[src/rtl/mi_arbiter_if.sv]
// Bundle of every requester-side (m_*) and controller-side (s_*) signal
// around the QPI memory-interface arbiter.
//   slave  : arbiter view (consumes requester commands and controller beats,
//            drives the routed command, write data and per-requester strobes)
//   master : environment view (requesters plus the QPI memory controller)
// Requester i uses slice i of every packed per-requester vector.
interface mi_arbiter_if #(
  parameter int unsigned N = 2
);
  logic [N*22-1:0] m_addr;
  logic [N*7-1:0]  m_len;
  logic [N-1:0]    m_rw;
  logic [N-1:0]    m_valid;
  logic [N-1:0]    m_ready;
  logic [N*32-1:0] m_wdata;
  logic [N-1:0]    m_wack;
  logic [N-1:0]    m_wlast;
  logic [31:0]     m_rdata;
  logic [N-1:0]    m_rstb;
  logic [N-1:0]    m_rlast;

  logic [21:0]     s_addr;
  logic [6:0]      s_len;
  logic            s_rw;
  logic            s_valid;
  logic            s_ready;
  logic [31:0]     s_wdata;
  logic            s_wack;
  logic            s_wlast;
  logic [31:0]     s_rdata;
  logic            s_rstb;
  logic            s_rlast;

  modport slave (
    input  m_addr, m_len, m_rw, m_valid, m_wdata,
    output m_ready, m_wack, m_wlast, m_rdata, m_rstb, m_rlast,
    output s_addr, s_len, s_rw, s_valid, s_wdata,
    input  s_ready, s_wack, s_wlast, s_rdata, s_rstb, s_rlast
  );

  modport master (
    output m_addr, m_len, m_rw, m_valid, m_wdata,
    input  m_ready, m_wack, m_wlast, m_rdata, m_rstb, m_rlast,
    input  s_addr, s_len, s_rw, s_valid, s_wdata,
    output s_ready, s_wack, s_wlast, s_rdata, s_rstb, s_rlast
  );
endinterface

[src/rtl/mi_arbiter.sv]
// Round-robin arbiter sharing the single QPI memory-interface port among N
// requesters (2..4). One requester owns the port from command handshake to
// its last data beat; its command and write data are routed downstream and
// write acks / read strobes are returned to it alone.
// Ports:
//   clk   : clock
//   rst   : asynchronous, active-high reset
//   bus   : mi_arbiter_if.slave, all m_* requester and s_* controller signals
//   owner : index of the current or most recent grantee
//   busy  : high whenever a burst is being arbitrated in or carried out
module mi_arbiter #(
  parameter int unsigned N = 2
) (
  input  logic          clk,
  input  logic          rst,
  mi_arbiter_if.slave   bus,
  output logic [1:0]    owner,
  output logic          busy
);
  localparam int unsigned AW = 22;
  localparam int unsigned LW = 7;
  localparam int unsigned DW = 32;

  localparam logic [1:0] IDLE = 2'd0;
  localparam logic [1:0] CMD  = 2'd1;
  localparam logic [1:0] DATA = 2'd2;

  // last starts at N-1 so requester 0 wins the first arbitration
  localparam logic [1:0] LAST_RST = 2'(N - 1);

  logic [1:0] state;
  logic [1:0] sel;
  logic [1:0] last;
  logic       rw_q;

  logic [1:0] next_sel;
  logic       any_req;
  logic       cur_valid;
  logic       cur_rw;
  logic       cmd_hs;
  logic       burst_end;

  // Circular search starting just after the previous owner: the k-th
  // candidate is (last + k) mod N, the first valid one wins.
  always_comb begin : rr_pick
    next_sel = sel;
    any_req  = 1'b0;
    for (int unsigned k = 1; k <= N; k++) begin
      for (int unsigned i = 0; i < N; i++) begin
        if (!any_req && (i == (32'(last) + k) % N) && bus.m_valid[i]) begin
          next_sel = 2'(i);
          any_req  = 1'b1;
        end
      end
    end
  end

  always_comb begin : route
    cur_valid   = 1'b0;
    cur_rw      = 1'b0;
    bus.s_addr  = '0;
    bus.s_len   = '0;
    bus.s_rw    = 1'b0;
    bus.s_wdata = '0;
    bus.m_ready = '0;
    bus.m_wack  = '0;
    bus.m_wlast = '0;
    bus.m_rstb  = '0;
    bus.m_rlast = '0;
    for (int unsigned i = 0; i < N; i++) begin
      if (32'(sel) == i) begin
        cur_valid   = bus.m_valid[i];
        cur_rw      = bus.m_rw[i];
        bus.s_addr  = bus.m_addr[i*AW +: AW];
        bus.s_len   = bus.m_len[i*LW +: LW];
        bus.s_rw    = bus.m_rw[i];
        bus.s_wdata = bus.m_wdata[i*DW +: DW];
        if (state == CMD) begin
          bus.m_ready[i] = bus.s_ready;
        end
        // downstream beats outside DATA are dropped
        if (state == DATA) begin
          bus.m_wack[i]  = bus.s_wack;
          bus.m_wlast[i] = bus.s_wlast;
          bus.m_rstb[i]  = bus.s_rstb;
          bus.m_rlast[i] = bus.s_rlast;
        end
      end
    end
    bus.s_valid = (state == CMD) && cur_valid;
  end

  assign bus.m_rdata = bus.s_rdata;
  assign cmd_hs      = (state == CMD) && cur_valid && bus.s_ready;
  // only the direction latched at the handshake can terminate the burst
  assign burst_end   = rw_q ? (bus.s_rstb && bus.s_rlast)
                            : (bus.s_wack && bus.s_wlast);

  always_ff @(posedge clk or posedge rst) begin
    if (rst) begin
      state <= IDLE;
      sel   <= '0;
      last  <= LAST_RST;
      rw_q  <= 1'b1;
    end else begin
      case (state)
        IDLE: begin
          if (any_req) begin
            sel   <= next_sel;
            state <= CMD;
          end
        end
        CMD: begin
          if (cmd_hs) begin
            rw_q  <= cur_rw;
            state <= DATA;
          end
        end
        DATA: begin
          if (burst_end) begin
            last  <= sel;
            state <= IDLE;
          end
        end
        default: state <= IDLE;
      endcase
    end
  end

  assign owner = sel;
  assign busy  = (state != IDLE);
endmodule
[src/flat_wrapper.sv]
// flat-port wrapper written by rule: the top's interface ports become plain ports
module mi_arbiter_flat 
#(
  parameter int unsigned N = 2
)
  (clk, rst, owner, busy, bus_m_addr, bus_m_len, bus_m_rw, bus_m_valid, bus_m_wdata, bus_m_ready, bus_m_wack, bus_m_wlast, bus_m_rdata, bus_m_rstb, bus_m_rlast, bus_s_addr, bus_s_len, bus_s_rw, bus_s_valid, bus_s_wdata, bus_s_ready, bus_s_wack, bus_s_wlast, bus_s_rdata, bus_s_rstb, bus_s_rlast);
  mi_arbiter_if #(.N(N)) bus_i ();
  input  logic clk;
  input  logic rst;
  output logic [1:0] owner;
  output logic busy;
  input wire logic [$bits(bus_i.m_addr)-1:0] bus_m_addr;
  input wire logic [$bits(bus_i.m_len)-1:0] bus_m_len;
  input wire logic [$bits(bus_i.m_rw)-1:0] bus_m_rw;
  input wire logic [$bits(bus_i.m_valid)-1:0] bus_m_valid;
  input wire logic [$bits(bus_i.m_wdata)-1:0] bus_m_wdata;
  output wire logic [$bits(bus_i.m_ready)-1:0] bus_m_ready;
  output wire logic [$bits(bus_i.m_wack)-1:0] bus_m_wack;
  output wire logic [$bits(bus_i.m_wlast)-1:0] bus_m_wlast;
  output wire logic [$bits(bus_i.m_rdata)-1:0] bus_m_rdata;
  output wire logic [$bits(bus_i.m_rstb)-1:0] bus_m_rstb;
  output wire logic [$bits(bus_i.m_rlast)-1:0] bus_m_rlast;
  output wire logic [$bits(bus_i.s_addr)-1:0] bus_s_addr;
  output wire logic [$bits(bus_i.s_len)-1:0] bus_s_len;
  output wire logic [$bits(bus_i.s_rw)-1:0] bus_s_rw;
  output wire logic [$bits(bus_i.s_valid)-1:0] bus_s_valid;
  output wire logic [$bits(bus_i.s_wdata)-1:0] bus_s_wdata;
  input wire logic [$bits(bus_i.s_ready)-1:0] bus_s_ready;
  input wire logic [$bits(bus_i.s_wack)-1:0] bus_s_wack;
  input wire logic [$bits(bus_i.s_wlast)-1:0] bus_s_wlast;
  input wire logic [$bits(bus_i.s_rdata)-1:0] bus_s_rdata;
  input wire logic [$bits(bus_i.s_rstb)-1:0] bus_s_rstb;
  input wire logic [$bits(bus_i.s_rlast)-1:0] bus_s_rlast;
  assign bus_i.m_addr = bus_m_addr;
  assign bus_i.m_len = bus_m_len;
  assign bus_i.m_rw = bus_m_rw;
  assign bus_i.m_valid = bus_m_valid;
  assign bus_i.m_wdata = bus_m_wdata;
  assign bus_m_ready = bus_i.m_ready;
  assign bus_m_wack = bus_i.m_wack;
  assign bus_m_wlast = bus_i.m_wlast;
  assign bus_m_rdata = bus_i.m_rdata;
  assign bus_m_rstb = bus_i.m_rstb;
  assign bus_m_rlast = bus_i.m_rlast;
  assign bus_s_addr = bus_i.s_addr;
  assign bus_s_len = bus_i.s_len;
  assign bus_s_rw = bus_i.s_rw;
  assign bus_s_valid = bus_i.s_valid;
  assign bus_s_wdata = bus_i.s_wdata;
  assign bus_i.s_ready = bus_s_ready;
  assign bus_i.s_wack = bus_s_wack;
  assign bus_i.s_wlast = bus_s_wlast;
  assign bus_i.s_rdata = bus_s_rdata;
  assign bus_i.s_rstb = bus_s_rstb;
  assign bus_i.s_rlast = bus_s_rlast;
  mi_arbiter #(.N(N)) u_core (.clk(clk), .rst(rst), .bus(bus_i), .owner(owner), .busy(busy));
endmodule
[config.mk]
export PLATFORM = sky130hd
export DESIGN_NAME = mi_arbiter_flat
export DESIGN_NICKNAME = d
export VERILOG_FILES = /design/src/rtl/mi_arbiter_if.sv /design/src/rtl/mi_arbiter.sv /design/src/flat_wrapper.sv
export SDC_FILE = /design/constraint.sdc
export NUM_CORES = 1
export LEC_CHECK = 0
export BUFFER_PORTS_ARGS = -buffer_cell sky130_fd_sc_hd__buf_2
export CORE_AREA = 2 2 107 109
export DETAILED_ROUTE_END_ITERATION = 6
export DIE_AREA = 0 0 109 111
export GPL_TIMING_DRIVEN = 0
export PLACE_DENSITY = 0.57
export SLEW_MARGIN = 20
export SYNTH_ARGS = -nofsm -noshare
export SYNTH_HDL_FRONTEND = slang
export SYNTH_SLANG_ARGS = --single-unit
[constraint.sdc]
create_clock -name clk -period 1.2 [get_ports clk]
set_input_delay 0 -clock clk [delete_from_list [all_inputs] [get_ports clk]]
set_output_delay 0 -clock clk [all_outputs]
set_load 0.02 [all_outputs]
# Word-level counts from Yosys, hierarchy flattened
# Cells that the tools add are included.
[op_classes] eq_ne=6 reduce_logical=24 muxes=38 n_addsub=2
[op_table] operator="zero test 32 bit" count=2
[op_table] operator="2-to-1 mux 32 bit" count=2
[op_table] operator="2-to-1 mux 22 bit" count=2
[op_table] operator="2-to-1 mux 1 bit" count=24
[op_table] operator="2-to-1 mux 2 bit" count=7
[op_table] operator="2-to-1 mux 7 bit" count=2
[op_table] operator="logical AND 1 bit" count=11
[op_table] operator="!= test 2 x 1 -> 1 bit (second input constant)" count=3
[op_table] operator="case mux 2 bit (3 select lines)" count=1
[op_table] operator="AND reduction 3 bit" count=2
[op_table] operator="equality test 2 x 1 -> 1 bit (second input constant)" count=2
[op_table] operator="zero test 2 bit" count=2
[op_table] operator="AND reduction 2 bit" count=2
[op_table] operator="nonzero test 4 bit" count=1
[op_table] operator="zero test 1 bit" count=3
[op_table] operator="adder 1 bit (second input constant)" count=2
[op_table] operator="equality test 2 bit (second input constant)" count=1
[op_table] operator="nonzero test 2 bit" count=1
[word_totals] ff_bits=6 out_inout_bits=108

# Depth between registers and ports, before layout
[depth] depth_word=18 mapped_depth=5 mapped_depth_nobuf=3

# Worst setup path before layout
# No wires, ideal clock.
[synth_path] path_type="reg2reg" startpoint="reg u_core.sel[0], in the netlist u_core.owner[0]" endpoint="reg u_core.rw_q" t_arrival_ns=1.256 setup_time_ns=0.082 setup_slack_ns=-0.139 path_stages_with_launch=4 required_ns=1.118 path_cell_list="dfrtp_1 -> buf_6 -> mux2_2 -> mux2_4"
[synth_rtl] item="start: declaration" line="mi_arbiter.sv:32" rtl="logic [1:0] sel;"
[synth_rtl] item="start signal: assignment" line="mi_arbiter.sv:109" rtl="sel <= next_sel;"
[synth_rtl] item="zero test 2 bit" line="mi_arbiter.sv:71" rtl="if (32'(sel) == i) begin"
[synth_rtl] item="2-to-1 mux 1 bit"
[synth_rtl] item="2-to-1 mux 1 bit *"
[synth_rtl] item="net bus_s_rw" line="flat_wrapper.sv:25" rtl="output wire logic [$bits(bus_i.s_rw)-1:0] bus_s_rw;"
[synth_rtl] item="end signal: assignment" line="mi_arbiter.sv:115" rtl="rw_q <= cur_rw;"
[synth_rtl] item="end: declaration" line="mi_arbiter.sv:34" rtl="logic rw_q;"
# The timed path passes the listed nets; every way through them passes the cells marked *.
# A chain may end at the register's enable or synchronous reset.

# Worst setup path after layout
[layout_path] startpoint="reg u_core.sel[0], in the netlist u_core.owner[0]" endpoint="out bus_s_addr[21]"
[layout_via] elab_chain_cells=3
[layout_rtl] item="zero test 2 bit" line="mi_arbiter.sv:71"
[layout_rtl] item="2-to-1 mux 22 bit" line="mi_arbiter.sv:71"
[layout_rtl] item="2-to-1 mux 22 bit *" line="mi_arbiter.sv:71"
[layout_rtl] item="end: declaration" line="flat_wrapper.sv:23" rtl="output wire logic [$bits(bus_i.s_addr)-1:0] bus_s_addr;"
# Mark *: on every way between the ends. The rest lies on a longest branch, timed or not.

==> results.md <==
- Final max-slew violation count: 0
- Gr ovfl total: 0
- Critical Path Stages: 5
- Vias in the first global route: 1859
- Critical path launch point type: register
- Share of the synthesized area in the top cell type: 51.29%
- Hold_ws: 94.74 ps
- Most common cell after layout, fill and taps aside: buf_2
- CP Buf/Inv Count: 4
- Synth Warn #: 0
- Delay-heaviest family, CP: buffers and inverters
- Clock insertion delay at the later pin of the skew report: 230 ps
- Starting Density: 12.29%
- WL final: 6563 µm
- Cell accounting for the most synthesized area: mux2_2
- RR Startpoint: u_core.owner[0]
- Ranking of synthesized cells by area: mux2_2 (51%), buf_4 (18%), dfrtp_1 (5.5%)
- Row count: 39
- Syn Inst Count: 140
- ANT cells: 0
- Flop-to-flop setup slack: -250 ps
- GRT Total Usage: 9.598%
- Status: finished, violations left
- Synth unique cells: 23
- Most frequent cells in the layout: buf_2 (216), mux2_2 (60), buf_4 (40)
- Layout fillers: 1192
- Synth-to-layout area growth: 132.4%
- Post-route antenna net violation count: 0
- Initial antenna violation count: 0
- Final #Nets: 559
- PortBufs: 239
- FF+latch count, synth: 5
- CTS Buffer Depth: 2
- WHS Path Cells: 3
- Pleak: 0.001723 µW
- CP endpoint kind: primary output
- Htree depth: 1
- First-pass GRT wire length: 9211 µm
- RSZ-0062 raised after global routing: yes
- Predominant post-synthesis flop cell: dfrtp_1
- Worst vdd ir: 1023 µV
- Routed vias/inst: 3.765
- Post-DP HPWL: 5659 µm
- Worst path slowest cell: dfrtp_2
- Violation count after the first detailed-routing iteration: 29
- Clock share of power: 9.6%
- Critical-path maximum fanout: 8
- Mapped Avg Cell Area: 9.724 µm²
- Sw power: 2584 µW
- Period utilization: 122.9%
- Ys async rst share: 100.0%
- Worst-path cell chain: buf_12, buf_8, buf_12, mux2_4, buf_6
- Core area: 11080 µm²
- Crit-path most repeated cell: buf_12
- Largest stage delay, worst path: 410 ps
- P per Cell Area: 1816 nW/µm²
- Worst r2r dst: u_core.rw_q
- Setup WS post-layout: -275.0 ps
- Die Y-Extent: 111 µm
- Seq/Total Area, Yosys: 9.375%
- Total of max-cap violations: 0
- Register share of total power: 6.1%
- Gpl congestion: 0.7507
- # DRC: 0
- Crit path time final: 1475 ps
- Fmax: 678.0 MHz
- Failing checks: setup timing
- Critical path class: register to primary output
- Share of layout cells above drive strength 1: 95.17%
- Pre-CTS setup slack: -173.8 ps
- Max Clock Skew: 3.252 ps
- R2R depth: 5
- Drt pass-1 iters: 4
- Post-synth EDFFs: 0
- Largest net degree at the start of global routing: 11
- Total Die Area: 12100 µm²
- Arrival @ worst endpoint: 1480 ps
- Worst hold path type: input port to register
- Top-Level Pins: 273
- CTS Sinks: 5
- Mapped Area: 1361 µm²
- Setup violators final: 78
- Die width: 109 µm
- Drt wl/cell: 12.24 µm
- Net Count, Synth: 305
- CTS tree: done
- Hold Path End: u_core.owner[0]
- Logic pwr share: 84.3%
- Root Driver: clkbuf_16
- Via count: 2018
- Worst-path clk slew: 30 ps
- Sw frac: 44.97%
- Hold Violations, Final: 0
- Critical Path RT: 1200 ps
- CTS Buf Count: 3
- Power Internal: 3163 µW
- Hold path start: bus_m_valid[1]
==> worst max-delay path by stage <==
stage	startpoint	to	slack, ps
5_1_grt	u_core.owner[0]	bus_s_valid	-320
4_1_cts	u_core.owner[0]	bus_s_wdata[5]	-280
3_3_place_gp	u_core.owner[0]	bus_s_addr[10]	-190
2_1_floorplan	u_core.owner[0]	u_core.rw_q	-60
3_5_place_dp	u_core.owner[0]	bus_s_addr[10]	-170
6_report	u_core.owner[0]	bus_s_addr[21]	-280
==> registers in the layout, indices dropped and copies added, names as in the netlist <==
register and count:
u_core.last 1, u_core.owner 1, u_core.rw_q 1, u_core.state 2
==> power by group through the flow <==
| stage | Sequential, µW | Clock (µW) | Combinational, µW |
|---|---|---|---|
| floorplan | 350 | 0 | 2800 |
| global placement | 346 | 0 | 4050 |
| detailed placement | 347 | 0 | 4080 |
| CTS | 354 | 559 | 4790 |
| global route | 364 | 577 | 5120 |
| finish | 353 | 550 | 4840 |
==> cell families after synthesis <==
family                 synth area share, %
flip-flops                           9.375
AO/OA/AOI/OAI                        2.849
other                               0.2755
multiplexers                         54.50
buffers and inverters                24.17
AND/OR/NAND/NOR                      8.824
==> final cells by class <==
cell class                      count  area, µm²  share of cell area, %
Sequential cell                     5      128.9                  4.073
Buffer                             42      365.4                  11.55
Clock buffer                        3      75.07                  2.372
Inverter                            3      13.76                 0.4350
Timing Repair Buffer              249       1433                  45.27
Multi-Input combinational cell     90      964.7                  30.49
Clock inverter                      1      5.005                 0.1582
Tap cell                          143      178.9                  5.654
==> Yosys cell counts (all sizes together), types with 2 or more instances <==
library cell,number
nor2,4
dfrtp,3
nor3,2
inv,3
and3,8
dfstp,2
buf,42
mux2,64
nand3b,2
==> metrics by stage <==
stage / area, µm² / TNS [ps] / total power [µW] / std cells / util [%]
2_1_floorplan: 1371 / -55.91 / 3149 / 140 / -
3_3_place_gp: 2746 / -6832 / 4392 / 522 / 24.79
3_5_place_dp: 2746 / -7175 / 4424 / 522 / 24.79
4_1_cts: 3122 / -17620 / 5703 / 534 / 28.18
5_1_grt: 3164 / -20200 / 6066 / 536 / 28.57
6_report: 3164 / -16430 / 5747 / 536 / 28.57
==> worst register-to-register path, delay by kind of cell, from the launching register on <==
kind          cells  cell delay (ps)
buf+inv           2              300
flops             1              410
mux               2              510
simple gates      1              170
==> repair_timing <==
action / CTS / global route
endpoints found under the hold margin: 6 / 0
endpoints found under the setup margin: 76 / 78
resized for setup: 68 / 5
hold buffers: 2 / 0
buffers inserted: 6 / 2
==> routing by layer <==
layer	vias up	GRT usage (%)	share of wire, %
li1	967	-	-
met1	928	13.02	40
met2	116	16.02	50
met3	7	1.117	7.8
met4	0	2.308	1.2
met5	-	0	0
Power figures use the tool's default switching activity.
